<file path="config.mk">
export PLATFORM = sky130hd
export DESIGN_NAME = vlc_bitstream_packer
export DESIGN_NICKNAME = d
export VERILOG_FILES = /design/src/rtl/vlc_pkg.sv /design/src/rtl/vlc_bit_aligner.sv /design/src/rtl/vlc_bitstream_packer.sv
export SDC_FILE = /design/constraint.sdc
export NUM_CORES = 1
export LEC_CHECK = 0
export ABC_AREA = 1
export CAP_MARGIN = 0
export CORE_ASPECT_RATIO = 0.8
export CORE_MARGIN = 1.5
export CORE_UTILIZATION = 55
export CTS_CLUSTER_DIAMETER = 120
export CTS_CLUSTER_SIZE = 25
export DETAILED_ROUTE_END_ITERATION = 16
export PLACE_DENSITY = 0.89
export SYNTH_ARGS = -nofsm -noshare
export SYNTH_HDL_FRONTEND = slang
export SYNTH_SLANG_ARGS = --single-unit
</file>
<file path="constraint.sdc">
create_clock -name clk -period 9.1 [get_ports clk]
set_input_delay 2.73 -clock clk [delete_from_list [all_inputs] [get_ports clk]]
set_output_delay 2.73 -clock clk [all_outputs]
set_load 0.02 [all_outputs]
</file>
<file path="src/rtl/vlc_pkg.sv">
`default_nettype none
// ============================================================================
// Module   : vlc_pkg
// Purpose  : Shared constants, state encoding and helper functions for the
//            VLC entropy-coding stages (codeword widths, packer FSM states,
//            length saturation, bit-to-byte rounding).
// Ports    : none (package)
// Revision : 1.0 - initial release
// ============================================================================
package vlc_pkg;

  localparam int CODE_W = 32;                 // max codeword / output word width
  localparam int LEN_W  = 6;                  // codeword length field width
  localparam int ACC_W  = 2 * CODE_W;         // packing accumulator width
  localparam int FILL_W = $clog2(ACC_W + 1);  // holds 0..ACC_W

  typedef enum logic [0:0] {
    ST_RUN   = 1'b0,
    ST_DRAIN = 1'b1
  } vlc_state_e;

  // Lengths above the codeword width are clamped to the codeword width.
  function automatic logic [LEN_W-1:0] len_saturate(input logic [LEN_W-1:0] len);
    if (len > LEN_W'(CODE_W)) begin
      return LEN_W'(CODE_W);
    end
    return len;
  endfunction

  // Number of bytes needed to hold 'bits' bits (rounded up).
  function automatic logic [2:0] ceil_bytes(input logic [FILL_W-1:0] bits);
    return 3'((bits + FILL_W'(7)) >> 3);
  endfunction

endpackage
`default_nettype wire

</file>
<file path="src/rtl/vlc_bit_aligner.sv">
`default_nettype none
// ============================================================================
// Module   : vlc_bit_aligner
// Purpose  : Masks a right-aligned codeword to its length and positions it in
//            the accumulator so its first bit lands just below the bits
//            already held (MSB-first packing).
// Ports    : code    in  CODE_W  right-aligned codeword (bits >= len ignored)
//            len     in  LEN_W   saturated codeword length (0..CODE_W)
//            fill    in  FILL_W  bits already held in accumulator (0..CODE_W)
//            aligned out ACC_W   codeword placed at bit (ACC_W-1-fill) downward
// Revision : 1.0 - initial release
// ============================================================================
module vlc_bit_aligner
  import vlc_pkg::*;
(
  input  logic [CODE_W-1:0] code,
  input  logic [LEN_W-1:0]  len,
  input  logic [FILL_W-1:0] fill,
  output logic [ACC_W-1:0]  aligned
);

  logic [CODE_W-1:0] w_mask;
  logic [CODE_W-1:0] w_masked;
  logic [FILL_W-1:0] w_shift;

  always_comb begin
    w_mask   = (len >= LEN_W'(CODE_W)) ? '1 : ((CODE_W'(1) << len) - CODE_W'(1));
    w_masked = code & w_mask;
    // Left shift so the codeword MSB (bit len-1) ends at ACC_W-1-fill.
    // len==0 gives a full-width shift, which yields zero as intended.
    w_shift  = FILL_W'(ACC_W) - fill - FILL_W'(len);
    aligned  = {{(ACC_W-CODE_W){1'b0}}, w_masked} << w_shift;
  end

endmodule
`default_nettype wire

</file>
<file path="src/rtl/vlc_bitstream_packer.sv">
`default_nettype none
// ============================================================================
// Module   : vlc_bitstream_packer
// Purpose  : Packs variable-length codewords into an MSB-first stream of
//            CODE_W-bit words with backpressure; an accepted beat carrying
//            in_flush drains the slice, zero-padding the last word to a byte
//            boundary. Widths come from vlc_pkg (CODE_W, LEN_W, ACC_W).
// Ports    : clk, reset_n (async active-low)
//            in_valid/in_ready/in_code/in_len/in_flush   codeword input
//            out_valid/out_ready/out_data/out_bytes/out_last  word output
//            flush_done  one-cycle pulse at end of slice flush
//            bit_count   bits accepted since reset / last flush_done
// Revision : 1.0 - initial release
// ============================================================================
module vlc_bitstream_packer
  import vlc_pkg::*;
(
  input  logic              clk,
  input  logic              reset_n,
  input  logic              in_valid,
  output logic              in_ready,
  input  logic [CODE_W-1:0] in_code,
  input  logic [LEN_W-1:0]  in_len,
  input  logic              in_flush,
  output logic              out_valid,
  input  logic              out_ready,
  output logic [CODE_W-1:0] out_data,
  output logic [2:0]        out_bytes,
  output logic              out_last,
  output logic              flush_done,
  output logic [31:0]       bit_count
);

  vlc_state_e        r_state, w_state_n;
  logic [ACC_W-1:0]  r_acc, w_acc_n, w_acc_pop, w_aligned;
  logic [FILL_W-1:0] r_fill, w_fill_n, w_fill_pop;
  logic [31:0]       r_bit_count, w_bit_count_n;
  logic              r_flush_done, w_flush_done_n;
  logic [LEN_W-1:0]  w_len;
  logic              w_pop, w_accept, w_full_word;

  // Outputs are decoded straight from registered state, so they stay stable
  // while a word is stalled (accepts only touch bits below the output word).
  assign w_full_word = (r_fill >= FILL_W'(CODE_W));
  assign in_ready    = (r_state == ST_RUN) && (r_fill <= FILL_W'(CODE_W));
  assign out_valid   = (r_state == ST_RUN) ? w_full_word : (r_fill != '0);
  assign out_data    = r_acc[ACC_W-1 -: CODE_W];
  assign out_last    = (r_state == ST_DRAIN) && (r_fill <= FILL_W'(CODE_W));
  assign out_bytes   = !out_valid                         ? 3'd0 :
                       ((r_state == ST_RUN) || w_full_word) ? 3'd4 :
                       ceil_bytes(r_fill);
  assign flush_done  = r_flush_done;
  assign bit_count   = r_bit_count;

  assign w_pop       = out_valid & out_ready;
  assign w_accept    = in_valid & in_ready;
  assign w_len       = len_saturate(in_len);

  // A pop frees the top word first; the incoming code is then placed
  // relative to the post-pop fill so pop and accept can share a cycle.
  assign w_fill_pop  = w_pop ? (r_fill - FILL_W'(CODE_W)) : r_fill;
  assign w_acc_pop   = w_pop ? (r_acc << CODE_W) : r_acc;

  vlc_bit_aligner u_aligner (
    .code    (in_code),
    .len     (w_len),
    .fill    (w_fill_pop),
    .aligned (w_aligned)
  );

  always_comb begin
    w_state_n      = r_state;
    w_acc_n        = w_acc_pop;
    w_fill_n       = w_fill_pop;
    w_bit_count_n  = r_bit_count;
    w_flush_done_n = 1'b0;

    if (w_accept) begin
      w_acc_n       = w_acc_pop | w_aligned;
      w_fill_n      = w_fill_pop + FILL_W'(w_len);
      w_bit_count_n = r_bit_count + 32'(w_len);
    end

    case (r_state)
      ST_RUN: begin
        if (w_accept && in_flush) begin
          if (w_fill_n == '0) begin
            // Nothing left to send: the flush completes without a word.
            w_acc_n        = '0;
            w_bit_count_n  = '0;
            w_flush_done_n = 1'b1;
          end else begin
            w_state_n = ST_DRAIN;
          end
        end
      end
      ST_DRAIN: begin
        if (w_pop && out_last) begin
          w_state_n      = ST_RUN;
          w_acc_n        = '0;
          w_fill_n       = '0;
          w_bit_count_n  = '0;
          w_flush_done_n = 1'b1;
        end
      end
      default: w_state_n = ST_RUN;
    endcase
  end

  always_ff @(posedge clk or negedge reset_n) begin
    if (!reset_n) begin
      r_state      <= ST_RUN;
      r_acc        <= '0;
      r_fill       <= '0;
      r_bit_count  <= '0;
      r_flush_done <= 1'b0;
    end else begin
      r_state      <= w_state_n;
      r_acc        <= w_acc_n;
      r_fill       <= w_fill_n;
      r_bit_count  <= w_bit_count_n;
      r_flush_done <= w_flush_done_n;
    end
  end

endmodule
`default_nettype wire

</file>
==> results of run 1 <==
per-layer routing:
metal / global-route usage [%] / part of all wire [%]
met4: 11.4 / 2.5
met3: 7.74 / 10
met1: 47.1 / 43
met2: 52.5 / 44
met5: 0 / 0
synthesized netlist by cell type, types with 4 or more instances:
| library cell | instances | area share (%) |
|---|---|---|
| sky130_fd_sc_hd__buf_1 | 12 | 0.47 |
| sky130_fd_sc_hd__inv_2 | 9 | 0.35 |
| sky130_fd_sc_hd__clkbuf_1 | 22 | 0.86 |
| sky130_fd_sc_hd__nor2_2 | 14 | 0.92 |
| sky130_fd_sc_hd__xnor2_1 | 11 | 1.0 |
| sky130_fd_sc_hd__ha_1 | 24 | 3.1 |
| sky130_fd_sc_hd__nand2_2 | 6 | 0.39 |
| sky130_fd_sc_hd__fa_1 | 4 | 0.84 |
| sky130_fd_sc_hd__a21oi_1 | 73 | 3.8 |
| sky130_fd_sc_hd__nor3_2 | 4 | 0.42 |
| sky130_fd_sc_hd__inv_1 | 116 | 4.6 |
| sky130_fd_sc_hd__o21ai_1 | 10 | 0.52 |
| sky130_fd_sc_hd__o21ai_0 | 35 | 1.8 |
| sky130_fd_sc_hd__o21ai_2 | 4 | 0.37 |
| sky130_fd_sc_hd__o22ai_1 | 4 | 0.26 |
| sky130_fd_sc_hd__buf_2 | 34 | 1.8 |
| sky130_fd_sc_hd__nor3_1 | 11 | 0.58 |
| sky130_fd_sc_hd__nor2_1 | 138 | 5.4 |
| sky130_fd_sc_hd__nand4_2 | 4 | 0.52 |
| sky130_fd_sc_hd__nor4_1 | 4 | 0.26 |
| sky130_fd_sc_hd__xor2_1 | 17 | 1.6 |
| sky130_fd_sc_hd__nand3_2 | 9 | 0.94 |
| sky130_fd_sc_hd__nand3_1 | 321 | 17 |
| sky130_fd_sc_hd__or2_2 | 5 | 0.33 |
| sky130_fd_sc_hd__dfrtp_1 | 105 | 27 |
| sky130_fd_sc_hd__nand2_1 | 299 | 12 |
| sky130_fd_sc_hd__buf_4 | 36 | 2.8 |
| sky130_fd_sc_hd__mux2i_1 | 26 | 2.7 |
| sky130_fd_sc_hd__nand4_1 | 51 | 3.3 |
| sky130_fd_sc_hd__a31oi_1 | 7 | 0.46 |
kinds of logic after synthesis:
group | after synthesis | share of synthesized area, %
simple gates | 884 | 43.6
buf+inv | 234 | 11.2
compound gates | 148 | 8.50
flops | 105 | 27.5
xor+xnor | 28 | 2.57
fa+ha+maj | 28 | 3.98
mux | 26 | 2.72
through the flow:
step | std cells | worst slack (ns) | utilization (%) | area [µm²]
floorplan | 1453 | 3.22 | - | 9560
global placement | 1693 | 1.55 | 62.6 | 10500
detailed placement | 1693 | 1.16 | 62.6 | 10500
CTS | 1709 | 1.57 | 64.7 | 10800
global route | 1709 | 0.970 | 64.7 | 10800
finish | 1709 | 1.38 | 64.7 | 10800
worst reg2reg max path: stages, from the launching register on:
cell,delay (ns)
sky130_fd_sc_hd__dfrtp_1,0.42
sky130_fd_sc_hd__inv_1,0.16
sky130_fd_sc_hd__ha_1,0.20
sky130_fd_sc_hd__inv_1,0.04
sky130_fd_sc_hd__nor2_1,0.17
sky130_fd_sc_hd__nand2_1,0.08
sky130_fd_sc_hd__nand2_1,0.10
sky130_fd_sc_hd__inv_2,0.05
sky130_fd_sc_hd__nand2_2,0.08
sky130_fd_sc_hd__xor2_1,0.26
sky130_fd_sc_hd__inv_1,0.08
sky130_fd_sc_hd__ha_1,0.36
sky130_fd_sc_hd__ha_1,0.33
sky130_fd_sc_hd__xnor2_1,0.16
sky130_fd_sc_hd__buf_4,0.25
sky130_fd_sc_hd__clkinv_1,0.54
sky130_fd_sc_hd__nor2_1,0.64
sky130_fd_sc_hd__inv_1,0.36
sky130_fd_sc_hd__o21ai_1,0.17
sky130_fd_sc_hd__nand2_1,0.09
sky130_fd_sc_hd__a21oi_1,0.17
cell type report:
| class | instances | area [µm²] |
|---|---|---|
| clock inverters | 7 | 115 |
| fillers | 1516 | 5920 |
| repair buffers | 125 | 1230 |
| multi-input cells | 1114 | 5880 |
| well taps | 220 | 275 |
| clock buffers | 9 | 225 |
| flip-flops and latches | 105 | 2630 |
| inverters | 129 | 487 |
path summary, 6_finish.rpt:
kind                                startpoint             endpoint  depth (start not counted)
max                                  in_len[5]  r_acc[44]$_DFF_PN0_                         19
min                        r_acc[10]$_DFF_PN0_  r_acc[10]$_DFF_PN0_                          2
max reg2reg                r_fill[5]$_DFF_PN0_  r_acc[44]$_DFF_PN0_                         20
min reg2reg                r_acc[10]$_DFF_PN0_  r_acc[10]$_DFF_PN0_                          2
max in group asynchronous              reset_n   r_acc[8]$_DFF_PN0_                          2
min in group asynchronous              reset_n  r_acc[56]$_DFF_PN0_                          1
sequential cells by signal, summed over array words and instances (netlist names):
name        flops
r_fill          7
flush_done      1
bit_count      32
r_acc          64
r_state         1
==> insert_results.sql, run 1 <==
INSERT INTO impl_metrics (metric_group, metric, value, unit) VALUES
('floorplan', 'io-pin-count', '114', ''),
('setup_path', 'critPathRequiredTime', '9.38', 'ns'),
('timing', 'unrepaired_setup_endpoints_after_global_routing', 'false', ''),
('setup_path', 'worstSetupEndpointType', 'flop', ''),
('synthesis', 'netlist_instances', '1453', ''),
('outcome', 'run_status', 'finished clean', ''),
('synthesis', 'netlist-cell-type-count', '49', ''),
('grt', 'grt_first_pass_wirelength', '48900', 'µm'),
('placement', 'place_hpwl', '22800', 'µm'),
('placement', 'io_buffer_count', '113', ''),
('floorplan', 'initial_utilization', '57.0', '%'),
('timing', 'setup_viol', '0', ''),
('timing', 'final_hold_viol_count', '0', ''),
('synthesis', 'synth_warnings', '0', ''),
('clock_tree', 'clkLatencyLatePin', '0.37', 'ns'),
('finish', 'drive_gt1_share', '6.51', '%'),
('setup_path', 'crit_slowest_cell', 'sky130_fd_sc_hd__clkdlybuf4s50_1', ''),
('synthesis', 'synthesis.area', '9560', 'µm²'),
('clock_tree', 'cts_buffer_count', '9', ''),
('routing', 'routed-via-count', '10300', ''),
('synthesis', 'synthesis.nets', '1524', ''),
('finish', 'area.growth.synth_to_final', '13.4', '%'),
('synthesis', 'share_of_synthesized_flip_flops_with_an_asynchronous_set_or_reset', '100', '%'),
('placement', 'gp_weighted_congestion', '0.977', ''),
('routing', 'drt_wl_total', '30200', 'µm'),
('routing', 'drtAntennaViolNets', '0', ''),
('run', 'drv.max_cap_violation_count', '0', ''),
('clock_tree', 'h-tree-depth', '3', ''),
('setup_path', 'path_max_fanout', '22', ''),
('grt', 'pin_count_of_the_biggest_net_entering_global_routing', '78', ''),
('grt', 'global_route.overflow_total', '0', ''),
('synthesis', 'synth_edf_count', '0', ''),
('synthesis', 'synth.ff_latch_count', '105', ''),
('grt', 'initial_antenna_violation_count', '0', ''),
('grt', 'vias_in_the_first_global_route', '9607', ''),
('setup_path', 'critical_path.max_stage_delay', '0.84', 'ns'),
('clock_tree', 'cts_tree', 'yes', ''),
('setup_path', 'timing.critical_path.max_delay_family', 'buffers and inverters', ''),
('routing', 'drtPass1Iterations', '7', ''),
('setup_path', 'regToRegSetupSlack', '4.29', 'ns'),
('grt', 'global_route.usage.total', '34.1', '%'),
('timing', 'finalCritPeriodShare', '84.9', '%'),
('timing', 'post-route-min-period', '7.72', 'ns'),
('clock_tree', 'clock_path_buffers', '2', ''),
('timing', 'slew_viol_final', '0', ''),
('setup_path', 'critPathKind', 'input pin to flop', ''),
('floorplan', 'total_number_of_placement_rows', '42', ''),
('synthesis', 'synth.yosys.seq_area_share', '27.5', '%'),
('setup_path', 'arrival', '8.00', 'ns'),
('timing', 'tightestPinTransition', '1.24', 'ns'),
('timing', 'maxClockFrequency', '0.129', 'GHz'),
('finish', 'layout.cells.most_common', 'sky130_fd_sc_hd__nand3_1', ''),
('clock_tree', 'cts-root-buf', 'sky130_fd_sc_hd__clkbuf_16', ''),
('synthesis', 'syn-mean-instance-area', '6.58', 'µm²'),
('setup_path', 'setup.worst_path.start_class', 'input pin', ''),
('clock_tree', 'clock_pin_slew_worst_setup_and_hold_paths', '0.08', 'ns'),
('timing', 'clock_skew', '0.0201', 'ns'),
('clock_tree', 'post-cts-setup-buffers', '0', ''),
('finish', 'antenna_cells', '0', ''),
('routing', 'route.detailed.vias_per_inst', '6.03', ''),
('clock_tree', 'clock-sinks', '105', ''),
('routing', 'drt-wirelength-per-cell', '17.7', 'µm'),
('routing', 'drt_iter0_markers', '1298', ''),
('floorplan', 'core_region_area', '16800', 'µm²'),
('clock_tree', 'cts.repair.resized', '0', ''),
('floorplan', 'die_area', '18200', 'µm²'),
('floorplan', 'die_width', '150', 'µm'),
('clock_tree', 'cts_hold_buffers', '0', ''),
('worst_hold_path', 'holdCritPathClass', 'flop to flop', ''),
('floorplan', 'chipHeight', '121', 'µm'),
('setup_path', 'most_repeated_library_cell_on_the_critical_path', 'sky130_fd_sc_hd__nand2_1', ''),
('routing', 'drcViolationCount', '0', ''),
('timing', 'holdWs', '0.538', 'ns'),
('setup_path', 'critical_path_buf_inv_count', '4', ''),
('finish', 'num-nets-final', '1555', ''),
('synthesis', 'postSynth.topFlopCell', 'sky130_fd_sc_hd__dfrtp_1', ''),
('timing', 'fin_tns_setup', '0', 'ns'),
('setup_path', 'cell_chain_of_the_critical_path', 'clkdlybuf4s50_1 -> inv_2 -> nand2_4 -> ha_1 -> ha_1 -> a21oi_1 -> nand2_1 -> nand2_1 -> nand2_1 -> a21oi_1 -> xor2_1 -> inv_1 -> nand2_1 -> nand3_1 -> nor2_1 -> inv_1 -> o21ai_1 -> nand2_1 -> a21oi_1', ''),
('finish', 'layout.cells.most_common_list', 'sky130_fd_sc_hd__nand3_1 (321), sky130_fd_sc_hd__nand2_1 (299), sky130_fd_sc_hd__nor2_1 (138)', ''),
('timing', 'relSlewSlack', '17.5', '%');
Power of run 1 is left out: the tool's default activity adds up to more than one toggle a clock period on the data nets, which glitch-free logic cannot reach.
==> run 2: changes to the inputs <==
--- a/config.mk
+++ b/config.mk
@@ -9,11 +9,11 @@
 export CAP_MARGIN = 0
 export CORE_ASPECT_RATIO = 0.8
 export CORE_MARGIN = 1.5
-export CORE_UTILIZATION = 55
+export CORE_UTILIZATION = 52
 export CTS_CLUSTER_DIAMETER = 120
 export CTS_CLUSTER_SIZE = 25
 export DETAILED_ROUTE_END_ITERATION = 16
-export PLACE_DENSITY = 0.89
+export PLACE_DENSITY = 0.88
 export SYNTH_ARGS = -nofsm -noshare
 export SYNTH_HDL_FRONTEND = slang
 export SYNTH_SLANG_ARGS = --single-unit
==> constraint.sdc (replaced) <==
create_clock -name clk -period 6.2 [get_ports clk]
set_input_delay 1.86 -clock clk [delete_from_list [all_inputs] [get_ports clk]]
set_output_delay 1.86 -clock clk [all_outputs]
set_load 0.02 [all_outputs]
==> insert_results.sql, run 2 (synthesized netlist as in run 1, its figures left out) <==
INSERT INTO impl_metrics (metric_group, metric, value, unit) VALUES
('clock_tree', 'h-tree-depth', '3', ''),
('grt', 'grt_first_pass_wirelength', '50000', 'µm'),
('setup_path', 'cell_chain_of_the_critical_path', 'clkdlybuf4s50_1 -> nor2_1 -> nand3_2 -> nand2_2 -> nand2_1 -> inv_1 -> ha_1 -> inv_1 -> fa_1 -> o21ai_0 -> xor2_1 -> o21ai_0 -> nand4_1 -> nor2_1 -> nand3_1 -> o21ai_4 -> buf_12 -> a21oi_1', ''),
('timing', 'tightestPinTransition', '0.765', 'ns'),
('clock_tree', 'clkLatencyLatePin', '0.37', 'ns'),
('timing', 'unrepaired_setup_endpoints_after_global_routing', 'false', ''),
('worst_hold_path', 'holdCritPathClass', 'flop to flop', ''),
('clock_tree', 'cts_hold_buffers', '0', ''),
('finish', 'num-nets-final', '1573', ''),
('finish', 'layout.cells.most_common_list', 'sky130_fd_sc_hd__nand3_1 (321), sky130_fd_sc_hd__nand2_1 (299), sky130_fd_sc_hd__nor2_1 (138)', ''),
('grt', 'vias_in_the_first_global_route', '9827', ''),
('finish', 'top_register', 'r_acc', ''),
('setup_path', 'regToRegSetupSlack', '2.18', 'ns'),
('grt', 'pin_count_of_the_biggest_net_entering_global_routing', '60', ''),
('timing', 'slew_viol_final', '0', ''),
('setup_path', 'timing.critical_path.max_delay_family', 'compound AO/OA/AOI/OAI gates', ''),
('timing', 'relSlewSlack', '49.0', '%'),
('floorplan', 'total_number_of_placement_rows', '44', ''),
('routing', 'drt_wl_total', '31000', 'µm'),
('routing', 'drcViolationCount', '0', ''),
('floorplan', 'io-pin-count', '114', ''),
('timing', 'finalCritPeriodShare', '87.6', '%'),
('finish', 'layout.cells.most_common', 'sky130_fd_sc_hd__nand3_1', ''),
('outcome', 'run_status', 'finished clean', ''),
('setup_path', 'critical_path_buf_inv_count', '4', ''),
('clock_tree', 'cts_tree', 'yes', ''),
('floorplan', 'initial_utilization', '52.9', '%'),
('clock_tree', 'clock_pin_slew_worst_setup_and_hold_paths', '0.07', 'ns'),
('routing', 'drtPass1Iterations', '6', ''),
('setup_path', 'reg2reg_from', 'r_fill[5]$_DFF_PN0_', ''),
('clock_tree', 'clock_path_buffers', '2', ''),
('setup_path', 'critical_path.max_stage_delay', '0.57', 'ns'),
('placement', 'place_hpwl', '23700', 'µm'),
('placement', 'io_buffer_count', '113', ''),
('grt', 'global_route.usage.total', '32.7', '%'),
('floorplan', 'chipHeight', '124', 'µm'),
('timing', 'fin_tns_setup', '0', 'ns'),
('routing', 'routed-via-count', '10300', ''),
('routing', 'drt_iter0_markers', '1208', ''),
('setup_path', 'arrival', '5.67', 'ns'),
('timing', 'maxClockFrequency', '0.184', 'GHz'),
('worst_hold_path', 'worst_hold_startpoint', 'r_acc[29]$_DFF_PN0_', ''),
('setup_path', 'reg2reg_depth', '23', ''),
('clock_tree', 'cts_buffer_count', '9', ''),
('setup_path', 'critPathKind', 'input pin to flop', ''),
('grt', 'initial_antenna_violation_count', '0', ''),
('grt', 'global_route.overflow_total', '0', ''),
('timing', 'post-route-min-period', '5.43', 'ns'),
('floorplan', 'core_region_area', '18100', 'µm²'),
('setup_path', 'setup.worst_path.start_class', 'input pin', ''),
('timing', 'final_hold_viol_count', '0', ''),
('setup_path', 'path_max_fanout', '33', ''),
('finish', 'drive_gt1_share', '7.63', '%'),
('worst_hold_path', 'hold_end', 'r_acc[29]$_DFF_PN0_', ''),
('timing', 'setup_viol', '0', ''),
('routing', 'drtAntennaViolNets', '0', ''),
('setup_path', 'crit_slowest_cell', 'sky130_fd_sc_hd__clkdlybuf4s50_1', ''),
('finish', 'largest_reg_flops', '64', ''),
('setup_path', 'critPathRequiredTime', '6.44', 'ns'),
('clock_tree', 'cts-root-buf', 'sky130_fd_sc_hd__clkbuf_16', ''),
('placement', 'gp_weighted_congestion', '0.999', ''),
('routing', 'route.detailed.vias_per_inst', '5.91', ''),
('floorplan', 'die_area', '19200', 'µm²'),
('finish', 'area.growth.synth_to_final', '14.9', '%'),
('setup_path', 'r2r-end', 'r_acc[60]$_DFF_PN0_', ''),
('finish', 'antenna_cells', '0', ''),
('routing', 'drt-wirelength-per-cell', '17.9', 'µm'),
('run', 'drv.max_cap_violation_count', '0', ''),
('clock_tree', 'clock-sinks', '105', ''),
('floorplan', 'die_width', '155', 'µm'),
('setup_path', 'worstSetupEndpointType', 'flop', ''),
('timing', 'clock_skew', '0.0140', 'ns'),
('clock_tree', 'cts.repair.resized', '0', ''),
('worst_hold_path', 'min_delay_path_depth', '2', ''),
('clock_tree', 'post-cts-setup-buffers', '0', '');
==> run 2: changes by cell type in the layout (fill, tap and decap cells not counted) <==
cell and change:
sky130_fd_sc_hd__inv_6 +2, sky130_fd_sc_hd__bufinv_16 -1, sky130_fd_sc_hd__inv_8 -1, sky130_fd_sc_hd__clkinv_8 -1
sky130_fd_sc_hd__buf_4 +16, sky130_fd_sc_hd__clkbuf_8 +1, sky130_fd_sc_hd__buf_12 +2, sky130_fd_sc_hd__inv_12 -1
sky130_fd_sc_hd__clkinv_4 +1
==> run 2: final cells by class <==
class / instances / area (µm²)
clock inverter: 6 / 67.6
tap: 230 / 288
inverter: 129 / 487
sequential: 105 / 2630
multi-input combinational: 1114 / 5880
timing repair buffer: 143 / 1390
fill: 1723 / 7080
clock buffer: 10 / 239
==> run 2: layer usage <==
metal / wire, µm / GRT usage [%]
met5: 0 / 0
met1: 13500 / 43.9
met2: 14000 / 52.3
met4: 520 / 8.43
met3: 3040 / 8.73
==> run 2: how the worst max path moves through the flow <==
stage                         start                  end  cells past startpoint
after global placement    in_len[2]  r_acc[53]$_DFF_PN0_                     18
final                     in_len[2]  r_acc[13]$_DFF_PN0_                     18
after global routing      in_len[2]  r_acc[25]$_DFF_PN0_                     18
after detailed placement  in_len[2]  r_acc[30]$_DFF_PN0_                     18
after CTS                 in_len[2]  r_acc[30]$_DFF_PN0_                     18
after floorplan           in_len[2]  r_acc[52]$_DFF_PN0_                     18
==> run 2: through the flow <==
stage	instance area, µm²	instances	worst slack (ns)	hold slack [ns]	util (%)
after floorplan	9560	1453	1.19	0.480	-
after global placement	10700	1721	0.677	0.499	59.1
after detailed placement	10700	1721	0.452	0.521	59.1
after CTS	11000	1737	0.795	0.535	60.8
after global routing	11000	1737	0.410	0.555	60.8
final	11000	1737	0.767	0.534	60.8
==> run 2: tightest hold or removal path: cells and delay by family, from the launching register on <==
kind	cells	cell delay (ns)
AO/OA/AOI/OAI	1	0.06
flip-flops	1	0.38
AND/OR/NAND/NOR	1	0.06
Power of run 2 is left out for the same reason.
==> run 3: changes to the inputs <==
--- a/config.mk
+++ b/config.mk
@@ -5,15 +5,14 @@
 export SDC_FILE = /design/constraint.sdc
 export NUM_CORES = 1
 export LEC_CHECK = 0
-export ABC_AREA = 1
 export CAP_MARGIN = 0
 export CORE_ASPECT_RATIO = 0.8
 export CORE_MARGIN = 1.5
-export CORE_UTILIZATION = 52
+export CORE_UTILIZATION = 53
 export CTS_CLUSTER_DIAMETER = 120
 export CTS_CLUSTER_SIZE = 25
 export DETAILED_ROUTE_END_ITERATION = 16
-export PLACE_DENSITY = 0.88
+export PLACE_DENSITY = 0.89
 export SYNTH_ARGS = -nofsm -noshare
 export SYNTH_HDL_FRONTEND = slang
 export SYNTH_SLANG_ARGS = --single-unit
==> insert_results.sql, run 3 <==
INSERT INTO impl_metrics (metric_group, metric, value, unit) VALUES
('floorplan', 'chipHeight', '126', 'µm'),
('routing', 'drt_iter0_markers', '1509', ''),
('timing', 'relSlewSlack', '32.3', '%'),
('setup_path', 'path_max_fanout', '34', ''),
('pwr', 'clock_power_share', '8.6', '%'),
('pwr', 'sequentialPowerShare', '13.9', '%'),
('run', 'drv.max_cap_violation_count', '0', ''),
('finish', 'antenna_cells', '0', ''),
('clock_tree', 'cts_hold_buffers', '0', ''),
('synthesis', 'postSynth.topFlopCell', 'sky130_fd_sc_hd__dfrtp_1', ''),
('synthesis', 'netlist_instances', '1274', ''),
('clock_tree', 'clock_path_buffers', '2', ''),
('finish', 'top_register', 'r_acc', ''),
('pwr', 'power.combinational.fraction', '77.5', '%'),
('worst_hold_path', 'holdCritPathClass', 'flop to flop', ''),
('routing', 'drt_wl_total', '34500', 'µm'),
('floorplan', 'core_region_area', '18300', 'µm²'),
('pwr', 'post-layout-total-power', '0.00711', 'W'),
('routing', 'drt-wirelength-per-cell', '21.7', 'µm'),
('setup_path', 'critPathRequiredTime', '6.42', 'ns'),
('timing', 'clock_skew', '0.0161', 'ns'),
('setup_path', 'setup.worst_path.start_class', 'input pin', ''),
('pwr', 'power_density', '614', 'nW/µm²'),
('routing', 'drcViolationCount', '0', ''),
('finish', 'register_cell_area_after_layout', '2630', 'µm²'),
('timing', 'fin_tns_setup', '0', 'ns'),
('clock_tree', 'clock_pin_slew_worst_setup_and_hold_paths', '0.08', 'ns'),
('grt', 'initial_antenna_violation_count', '0', ''),
('synthesis', 'synthDominantCellAreaShare', '26.4', '%'),
('synthesis', 'synthesis.area', '9950', 'µm²'),
('finish', 'layout.cells.most_common', 'sky130_fd_sc_hd__nor2_1', ''),
('floorplan', 'io-pin-count', '114', ''),
('routing', 'met3_wirelength', '4300', 'µm'),
('finish', 'num-nets-final', '1406', ''),
('clock_tree', 'cts_tree', 'yes', ''),
('routing', 'route.detailed.vias_per_inst', '6.68', ''),
('worst_hold_path', 'min_delay_path_depth', '1', ''),
('pwr', 'p_int', '0.00313', 'W'),
('clock_tree', 'cts_buffer_count', '9', ''),
('timing', 'slew_viol_final', '0', ''),
('timing', 'post-route-min-period', '5.79', 'ns'),
('routing', 'top_signal_layer_used', 'met4', ''),
('outcome', 'run_status', 'finished clean', ''),
('grt', 'pin_count_of_the_biggest_net_entering_global_routing', '54', ''),
('grt', 'global_route.overflow_total', '0', ''),
('pwr', 'power.share.switching', '56.0', '%'),
('finish', 'layoutNonFillerInstCount', '1593', ''),
('synthesis', 'synthesis.nets', '1345', ''),
('synthesis', 'synthTopCellsByCount', 'sky130_fd_sc_hd__nor2_1 (162), sky130_fd_sc_hd__nand2_1 (131), sky130_fd_sc_hd__dfrtp_1 (105)', ''),
('synthesis', 'synth_edf_count', '0', ''),
('placement', 'gp_weighted_congestion', '1.01', ''),
('timing', 'maxClockFrequency', '0.173', 'GHz'),
('worst_hold_path', 'worst_hold_startpoint', 'r_acc[27]$_DFF_PN0_', ''),
('grt', 'grt_first_pass_wirelength', '54500', 'µm'),
('clock_tree', 'clkLatencyLatePin', '0.36', 'ns'),
('finish', 'drive_gt1_share', '10.7', '%'),
('clock_tree', 'cts-root-buf', 'sky130_fd_sc_hd__clkbuf_16', ''),
('synthesis', 'synth_warnings', '0', ''),
('placement', 'place_hpwl', '25800', 'µm'),
('setup_path', 'worstSetupEndpointType', 'flop', ''),
('routing', 'total_length_of_routed_met2_wires', '14500', 'µm'),
('timing', 'final_hold_viol_count', '0', ''),
('routing', 'drtPass1Iterations', '7', ''),
('timing', 'unrepaired_setup_endpoints_after_global_routing', 'false', ''),
('routing', 'total_routed_wire_length_on_the_met1_layer', '14600', 'µm'),
('synthesis', 'yosysMostFrequentCell', 'sky130_fd_sc_hd__nor2_1', ''),
('finish', 'finalInstanceArea', '11600', 'µm²'),
('floorplan', 'initial_utilization', '54.4', '%'),
('setup_path', 'reg2reg_from', 'r_fill[1]$_DFF_PN0_', ''),
('synthesis', 'syn-mean-instance-area', '7.81', 'µm²'),
('floorplan', 'die_area', '19600', 'µm²'),
('synthesis', 'synth_area_leaders', 'sky130_fd_sc_hd__dfrtp_1 (26%), sky130_fd_sc_hd__nor2_1 (6.1%), sky130_fd_sc_hd__nand2_1 (4.9%)', ''),
('clock_tree', 'h-tree-depth', '3', ''),
('grt', 'global_route.usage.total', '35.2', '%'),
('setup_path', 'r2r-end', 'r_acc[38]$_DFF_PN0_', ''),
('finish', 'layout.cells.most_common_list', 'sky130_fd_sc_hd__nor2_1 (161), sky130_fd_sc_hd__nand2_1 (131), sky130_fd_sc_hd__clkdlybuf4s50_1 (112)', ''),
('worst_hold_path', 'hold_end', 'r_acc[27]$_DFF_PN0_', ''),
('timing', 'finalCritPeriodShare', '93.4', '%'),
('synthesis', 'share_of_synthesized_flip_flops_with_an_asynchronous_set_or_reset', '100', '%'),
('routing', 'drtAntennaViolNets', '0', ''),
('routing', 'routed-via-count', '10600', ''),
('placement', 'io_buffer_count', '113', ''),
('timing', 'setup_viol', '0', ''),
('floorplan', 'die_width', '156', 'µm'),
('finish', 'n_fill_cell', '1596', ''),
('synthesis', 'synth.yosys.seq_area_share', '26.4', '%'),
('pwr', 'ir_worst_vdd', '0.420', 'mV'),
('setup_path', 'reg2reg_depth', '13', ''),
('setup_path', 'regToRegSetupSlack', '1.61', 'ns'),
('grt', 'vias_in_the_first_global_route', '9713', ''),
('synthesis', 'post-synth-top-area-cell', 'sky130_fd_sc_hd__dfrtp_1', ''),
('synthesis', 'netlist-cell-type-count', '97', ''),
('placement', 'place_inst', '1577', ''),
('setup_path', 'critPathKind', 'input pin to flop', ''),
('setup_path', 'arrival', '6.01', 'ns'),
('finish', 'largest_reg_flops', '64', ''),
('finish', 'area.growth.synth_to_final', '16.5', '%'),
('synthesis', 'synth.ff_latch_count', '105', ''),
('finish', 'area_occupied_by_multi_input_gates', '6530', 'µm²'),
('floorplan', 'total_number_of_placement_rows', '44', ''),
('pwr', 'power.net_switching', '0.00398', 'W'),
('placement', 'placedInstanceArea', '11300', 'µm²'),
('clock_tree', 'clock-sinks', '105', ''),
('timing', 'tightestPinTransition', '1.01', 'ns'),
('pwr', 'total_leakage_power', '4.82', 'nW');
[run 3: worst max-delay path by stage]
stage / endpoint / from / slack, ns
after floorplan: r_acc[46]$_DFF_PN0_ / in_len[5] / 0.76
after global placement: r_acc[13]$_DFF_PN0_ / out_ready / 0.16
after detailed placement: r_acc[8]$_DFF_PN0_ / out_ready / 0.03
after CTS: r_acc[8]$_DFF_PN0_ / out_ready / 0.39
after global routing: r_acc[38]$_DFF_PN0_ / out_ready / 0.15
final: r_acc[52]$_DFF_PN0_ / in_len[1] / 0.41
[run 3: layout make-up]
type	instances	share of cell area, %
clock buffers	9	1.94
clock inverters	7	0.831
repair buffers	182	14.4
inverters	34	1.10
well taps	253	2.73
multi-input cells	1003	56.3
flip-flops and latches	105	22.7
[run 3: per-layer routing]
layer | up-vias | track usage (%)
met3 | 117 | 8.11
li1 | 4780 | -
met5 | - | 0
met4 | 0 | 10.3
met2 | 743 | 52.1
met1 | 5009 | 51.2
[run 3: cell families (layout without fill, tap and decap cells)]
| family | count (synthesis) | in the layout | share of synthesized area [%] |
|---|---|---|---|
| XOR/XNOR | 41 | 41 | 3.61 |
| adder cells (fa/ha/maj) | 28 | 28 | 3.82 |
| buffers and inverters | 166 | 232 | 8.34 |
| AO/OA/AOI/OAI | 370 | 370 | 26.8 |
| multiplexers | 57 | 57 | 6.43 |
| AND/OR/NAND/NOR | 507 | 507 | 24.6 |
| flip-flops | 105 | 105 | 26.4 |
[run 3: timing repair]
action	CTS	global route
endpoints found under the setup margin	0	1
setup buffers	0	0
hold endpoints to repair	0	0
resized for setup	0	1
[run 3: worst max-delay path, stage by stage]
cell and delay (ns):
sky130_fd_sc_hd__clkdlybuf4s50_1 0.49, sky130_fd_sc_hd__buf_4 0.36, sky130_fd_sc_hd__nor2b_1 0.12, sky130_fd_sc_hd__nand3_1 0.12
sky130_fd_sc_hd__ha_1 0.32, sky130_fd_sc_hd__buf_4 0.24, sky130_fd_sc_hd__buf_4 0.16, sky130_fd_sc_hd__nor4bb_1 0.29
sky130_fd_sc_hd__a22o_1 0.20, sky130_fd_sc_hd__o21ai_0 0.13, sky130_fd_sc_hd__a2bb2oi_1 0.35, sky130_fd_sc_hd__nor2_1 0.07
sky130_fd_sc_hd__a31oi_1 0.33, sky130_fd_sc_hd__nor3_1 0.10, sky130_fd_sc_hd__a2111oi_0 0.51, sky130_fd_sc_hd__buf_4 0.22
sky130_fd_sc_hd__o21ai_0 0.10
[run 3: power by group through the flow]
stage          registers [W]  logic (W)  clock network [W]
3_3_place_gp        0.000995    0.00524                  0
3_5_place_dp        0.000996    0.00526                  0
6_report            0.000991    0.00551           0.000609
2_1_floorplan       0.000976    0.00360                  0
5_1_grt              0.00101    0.00582           0.000644
4_1_cts             0.000987    0.00529           0.000611
[run 3: stage by stage]
step	worst slack, ns	hold slack [ns]	util (%)
2_1_floorplan	0.755	0.449	-
6_report	0.407	0.506	63.4
4_1_cts	0.391	0.498	63.4
3_3_place_gp	0.162	0.464	61.7
3_5_place_dp	0.0288	0.479	61.7
5_1_grt	0.152	0.510	63.4
No activity file was read; power rests on OpenSTA's default activity.
